[src/rtl/cache_pkg.sv]
// Shared types and geometry helpers for the direct-mapped, write-through cache.
package cache_pkg;

    typedef enum logic [1:0] {
        IDLE  = 2'd0,
        FETCH = 2'd1,
        FILL  = 2'd2,
        WRITE = 2'd3
    } state_t;

    localparam int DEFAULT_ADDR_WIDTH = 32;
    localparam int DEFAULT_DATA_WIDTH = 16;
    localparam int DEFAULT_INDEX_BITS = 4;

    function automatic int tag_bits_f(input int addr_width, input int index_bits);
        return addr_width - index_bits;
    endfunction

    function automatic int num_lines_f(input int index_bits);
        return 1 << index_bits;
    endfunction

endpackage

[src/rtl/cache_line_store.sv]
// Flop-based line store: valid/tag/data per line, combinational lookup,
// one synchronous write port, valid bits cleared by synchronous reset.
module cache_line_store
    import cache_pkg::*;
#(
    parameter int INDEX_BITS = DEFAULT_INDEX_BITS,
    parameter int TAG_BITS   = DEFAULT_ADDR_WIDTH - DEFAULT_INDEX_BITS,
    parameter int DATA_WIDTH = DEFAULT_DATA_WIDTH
) (
    input  logic                  clock,
    input  logic                  reset,
    input  logic [INDEX_BITS-1:0] rd_index,
    input  logic [TAG_BITS-1:0]   rd_tag,
    output logic                  rd_hit,
    output logic [DATA_WIDTH-1:0] rd_data,
    input  logic                  wr_en,
    input  logic [INDEX_BITS-1:0] wr_index,
    input  logic [TAG_BITS-1:0]   wr_tag,
    input  logic [DATA_WIDTH-1:0] wr_data
);

    localparam int NUM_LINES = num_lines_f(INDEX_BITS);

    logic [NUM_LINES-1:0]  valid_q;
    logic [TAG_BITS-1:0]   tag_q  [NUM_LINES];
    logic [DATA_WIDTH-1:0] data_q [NUM_LINES];

    always_ff @(posedge clock) begin
        if (reset) begin
            valid_q <= '0;
        end else if (wr_en) begin
            valid_q[wr_index] <= 1'b1;
        end
    end

    // Tag and data are left unreset; the valid bit alone qualifies them.
    always_ff @(posedge clock) begin
        if (wr_en) begin
            tag_q[wr_index]  <= wr_tag;
            data_q[wr_index] <= wr_data;
        end
    end

    assign rd_hit  = valid_q[rd_index] && (tag_q[rd_index] == rd_tag);
    assign rd_data = data_q[rd_index];

endmodule

[src/rtl/direct_mapped_cache.sv]
// Direct-mapped, write-through, write-allocate cache in front of main_memory.
// Define CACHE_STATS_EN to add saturating hit_count/miss_count outputs.
module direct_mapped_cache
    import cache_pkg::*;
#(
    parameter int ADDR_WIDTH = DEFAULT_ADDR_WIDTH,
    parameter int DATA_WIDTH = DEFAULT_DATA_WIDTH,
    parameter int INDEX_BITS = DEFAULT_INDEX_BITS
) (
    input  logic                  clock,
    input  logic                  reset,
    // Handshake: a request is taken on a rising edge where req_valid && req_ready;
    // resp_valid is a one-cycle pulse completing the oldest accepted request.
    input  logic                  req_valid,
    output logic                  req_ready,
    input  logic                  req_write,
    input  logic [ADDR_WIDTH-1:0] req_addr,
    input  logic [DATA_WIDTH-1:0] req_wdata,
    output logic                  resp_valid,
    output logic [DATA_WIDTH-1:0] resp_data,
    output logic [ADDR_WIDTH-1:0] mem_read_addr,
    input  logic [DATA_WIDTH-1:0] mem_read_out,
    output logic [ADDR_WIDTH-1:0] mem_write_addr,
    output logic [DATA_WIDTH-1:0] mem_write_data,
    output logic                  mem_write_ctrl,
`ifdef CACHE_STATS_EN
    output logic [31:0]           hit_count,
    output logic [31:0]           miss_count,
`endif
    output state_t                dbg_state
);

    localparam int TAG_BITS = tag_bits_f(ADDR_WIDTH, INDEX_BITS);

    state_t                state, state_n;
    logic [ADDR_WIDTH-1:0] addr_q;
    logic                  accept;
    logic                  line_hit;
    logic [DATA_WIDTH-1:0] line_data;
    logic                  wr_en;
    logic [INDEX_BITS-1:0] wr_index;
    logic [TAG_BITS-1:0]   wr_tag;
    logic [DATA_WIDTH-1:0] wr_data;

    assign req_ready     = (state == IDLE);
    assign accept        = req_valid && req_ready;
    assign mem_read_addr = addr_q;
    assign dbg_state     = state;

    cache_line_store #(
        .INDEX_BITS (INDEX_BITS),
        .TAG_BITS   (TAG_BITS),
        .DATA_WIDTH (DATA_WIDTH)
    ) u_lines (
        .clock    (clock),
        .reset    (reset),
        .rd_index (req_addr[INDEX_BITS-1:0]),
        .rd_tag   (req_addr[ADDR_WIDTH-1:INDEX_BITS]),
        .rd_hit   (line_hit),
        .rd_data  (line_data),
        .wr_en    (wr_en),
        .wr_index (wr_index),
        .wr_tag   (wr_tag),
        .wr_data  (wr_data)
    );

    // Line updates come from either a fill (FILL) or an accepted write (IDLE);
    // the two never coincide. Reset suppresses both so a dropped request leaves no trace.
    always_comb begin
        wr_en    = 1'b0;
        wr_index = req_addr[INDEX_BITS-1:0];
        wr_tag   = req_addr[ADDR_WIDTH-1:INDEX_BITS];
        wr_data  = req_wdata;
        if (!reset) begin
            if (state == FILL) begin
                wr_en    = 1'b1;
                wr_index = addr_q[INDEX_BITS-1:0];
                wr_tag   = addr_q[ADDR_WIDTH-1:INDEX_BITS];
                wr_data  = mem_read_out;
            end else if (accept && req_write) begin
                wr_en = 1'b1;
            end
        end
    end

    always_comb begin
        state_n = state;
        case (state)
            IDLE: begin
                if (accept) begin
                    if (req_write)     state_n = WRITE;
                    else if (!line_hit) state_n = FETCH;
                end
            end
            FETCH:   state_n = FILL;
            FILL:    state_n = IDLE;
            WRITE:   state_n = IDLE;
            default: state_n = IDLE;
        endcase
    end

    always_ff @(posedge clock) begin
        if (reset) begin
            state          <= IDLE;
            addr_q         <= '0;
            resp_valid     <= 1'b0;
            resp_data      <= '0;
            mem_write_addr <= '0;
            mem_write_data <= '0;
            mem_write_ctrl <= 1'b0;
        end else begin
            state          <= state_n;
            resp_valid     <= 1'b0;
            mem_write_ctrl <= 1'b0;
            if (accept) begin
                if (req_write) begin
                    mem_write_addr <= req_addr;
                    mem_write_data <= req_wdata;
                    mem_write_ctrl <= 1'b1;
                    resp_valid     <= 1'b1;
                    resp_data      <= req_wdata;
                end else if (line_hit) begin
                    resp_valid <= 1'b1;
                    resp_data  <= line_data;
                end else begin
                    addr_q <= req_addr;
                end
            end
            if (state == FILL) begin
                resp_valid <= 1'b1;
                resp_data  <= mem_read_out;
            end
        end
    end

`ifdef CACHE_STATS_EN
    always_ff @(posedge clock) begin
        if (reset) begin
            hit_count  <= '0;
            miss_count <= '0;
        end else if (accept && !req_write) begin
            if (line_hit) begin
                if (hit_count != '1) hit_count <= hit_count + 32'd1;
            end else begin
                if (miss_count != '1) miss_count <= miss_count + 32'd1;
            end
        end
    end
`endif

endmodule

[config.mk]
export PLATFORM = sky130hd
export DESIGN_NAME = direct_mapped_cache
export DESIGN_NICKNAME = d
export VERILOG_FILES = /design/src/rtl/cache_pkg.sv /design/src/rtl/cache_line_store.sv /design/src/rtl/direct_mapped_cache.sv
export SDC_FILE = /design/constraint.sdc
export NUM_CORES = 1
export LEC_CHECK = 0
export CAP_MARGIN = 20
export CORE_MARGIN = 10
export CORE_UTILIZATION = 35
export DETAILED_ROUTE_END_ITERATION = 6
export PLACE_DENSITY = 0.58
export SETUP_SLACK_MARGIN = 0.4
export SYNTH_ARGS = -nofsm -noshare
export SYNTH_HDL_FRONTEND = slang
export SYNTH_SLANG_ARGS = --single-unit
[constraint.sdc]
create_clock -name clock -period 5.8 [get_ports clock]
set_clock_uncertainty 0.1 [all_clocks]
set_input_delay 1.16 -clock clock [delete_from_list [all_inputs] [get_ports clock]]
set_output_delay 1.16 -clock clock [all_outputs]
set_load 0.02 [all_outputs]
==> results.md <==
- Status: finished, final reports clean
- Unique cell type count in the Yosys netlist: 60
- First-pass GRT wire length: 128 mm
- GR peak layer: met2
- Final core utilization: 0.423
- Vias: 18.2k
- Rows: 111
- Port Buffer Count: 168
- Die Width: 325 um
- Fin. Hold Viols: 0
- Final period util: 0.806
- TritonCTS Buffers: 90
- Endpoints failing setup: 0
- Setup crit end kind: flip-flop
- Share of cells above drive strength 1: 0.193
- Clk slew on worst S/H paths: 0.06 ns
- DP Area: 0.0360 mm2
- Sink Count: 820
- Commonest non-fill, non-tap cell in the layout: edfxtp_1
- Overall Global Routing Usage: 0.162
- Starting Density: 0.354
- Cell Pwr Density: 337 mW/mm2
- Peak VDD IR: 247 uV
- Crit-path cells: buf_6 > buf_4 > mux4_2 > mux2i_1 > mux2_2 > o22a_1 > nand4b_1 > or4_4 > o21a_4 > or2_1 > o31ai_1
- Number of DRC markers in iteration 0: 1717
- Die height: 325 um
- Total gr overflow: 0
- Measured slew at the worst slew-check pin: 1.10 ns
- RePlAce Congestion: 0.805
- IO Count: 169
- CP max FO: 40
- Largest net degree at the start of global routing: 72
- Slowest library cell on the worst path: buf_4
- Tot Pwr: 13.1 mW
- Root Driver: clkbuf_16
- Most frequent cells in the layout: edfxtp_1 (704), nand2_1 (269), mux4_2 (181)
- CP max stage delay: 0.59 ns
- Cell area after layout: 0.0389 mm2
- Placed Cells incl. Taps: 3239
- Worst Reg2Reg Path Length in Cells: 9
- Post-CTS Resized: 0
- CP arrival: 5.12 ns
- Postcts setup bufs: 0
- CTS max path bufs: 3
- Crit path required time: 6.24 ns
- Via density: 5.34
- Routed Antenna Nets: 0
- Synth top area share: 0.650
- FF+latch count, synth: 820
- Global Route met3 Usage: 0.0328
- Unrepaired setup endpoints after global routing: no
- Cts hold-fix bufs: 0
- Rel. slew slack: 0.268
- Post-Syn Area per Cell: 17.3 um2
- Fin crit period: 4.68 ns
- Met2 usage: 0.255
- Vias in the first global route: 18.5k
- Crit path launch type: input pin
- Worst hold slack: 0.351 ns
- NumNets Final: 2156
- Seq/Total Area, Yosys: 0.722
- Max Freq: 214 MHz
- Async set or reset register ratio after synthesis: 0
- Critical path class: in -> reg
- DR WL/cell: 25.7 um
- DR pass1 iterations: 7
- Die area: 0.105 mm2
- Hold Path Depth: 2
- Number of synthesized flops with an enable pin: 704
- Worst setup margin: 1.12 ns
- M1 GR Usage: 0.226
- P&R area growth vs syn: 19.6%
- Max Cap Violations: 0
- Setup TNS Final: 0 ns
- Most area-consuming cells after synthesis: edfxtp_1 (65%), mux4_2 (13%), dfxtp_1 (7.1%)
- Lkg Pwr: 12.8 nW
- Syn Nets: 1949
- Slew Viols, Final: 0
- Post-route insts no fill: 3408
- Clock Latency Late Sink: 0.66 ns
- DRC: 0
- Initial antenna violation count: 1
- Predominant post-synthesis flop cell: edfxtp_1
- Cell count after synthesis: 1881
- CTS tree: yes
- Pre-CTS setup slack: 0.501 ns
- Htree depth: 3
- Post-Route WL: 87.7 mm
- Area leader, netlist: edfxtp_1
- Post-Synthesis Cell Area: 0.0325 mm2
- Core area: 0.0919 mm2
- Post-DP HPWL: 50.9 mm
- Worst Hold Class: reg -> reg
- YS warnings: 0
==> routing by layer <==
metal / share of wire / vias to the layer above
met4: 0.020 / 0
met2: 0.47 / 709
met5: 0 / -
met3: 0.074 / 132
li1: - / 7801
met1: 0.43 / 9546
==> critical path: cells and delay by family <==
kind	cells	cell delay, ns
and+or+nand+nor	3	1.17
buffers and inverters	2	0.94
muxes	3	0.98
AOI/OAI and AO/OA	3	0.81
==> sequential cells by signal, indices dropped and copies added (netlist names) <==
name	flops
u_lines.valid_q	16
mem_write_data	16
mem_write_addr	32
u_lines.tag_q	448
dbg_state	2
u_lines.data_q	256
resp_data	16
resp_valid	1
mem_read_addr	32
mem_write_ctrl	1
==> cells by family (layout without fill, tap and decap cells) <==
logic type	after synthesis	after routing	synth area share
AOI/OAI and AO/OA	191	191	0.0376
xor gates and xnor gates	22	22	0.00593
other	0	1	0
muxes	285	285	0.160
and+or+nand+nor	444	444	0.0572
DFF	820	820	0.722
buffers and inverters	119	402	0.0176
==> final timing paths <==
check / to / start / slack, ns
setup / recovery: resp_data[13]$_SDFFE_PP0P_ / req_addr[1] / 1.12
hold / removal: mem_write_addr[31]$_SDFFE_PP0P_ / mem_write_addr[31]$_SDFFE_PP0P_ / 0.35
setup reg to reg: resp_data[13]$_SDFFE_PP0P_ / u_lines.tag_q[10][11]$_DFFE_PP_ / 1.90
hold reg to reg: mem_write_addr[31]$_SDFFE_PP0P_ / mem_write_addr[31]$_SDFFE_PP0P_ / 0.35
==> layout make-up <==
| cell class | count | area (um2) |
|---|---|---|
| fillers | 8140 | 53000 |
| flip-flops and latches | 820 | 23500 |
| multi-input cells | 942 | 8630 |
| clock buffers | 119 | 2430 |
| repair buffers | 229 | 2310 |
| well taps | 1243 | 1560 |
| clock inverters | 49 | 482 |
| inverters | 5 | 18.8 |
| diodes | 1 | 2.50 |
==> cell usage after synthesis, drive strengths merged (2+ instances only) <==
library cell / instances
nand4: 4
mux2i: 88
o22ai: 9
a21o: 2
a31oi: 6
and2: 7
nand2b: 9
edfxtp: 704
nor4: 2
o221ai: 8
or2: 2
xnor2: 14
a32oi: 4
o21ai: 19
nor4b: 2
a221oi: 9
o211ai: 3
buf: 61
o2111a: 2
nor3: 11
and4: 2
o31ai: 17
inv: 4
a22oi: 5
a32o: 3
mux4: 185
nand3: 9
nor2: 97
xor2: 8
a211oi: 5
dfxtp: 116
nor2b: 20
or4: 3
o22a: 3
clkbuf: 53
o2111ai: 3
a21oi: 84
mux2: 12
o21a: 4
and3: 3
nand2: 269
==> where the power goes <==
group          switching [mW]  internal, mW
registers              0.0332          6.51
logic                   0.583         0.368
clock network            2.35          3.25
(Power assumes the default switching activity.)
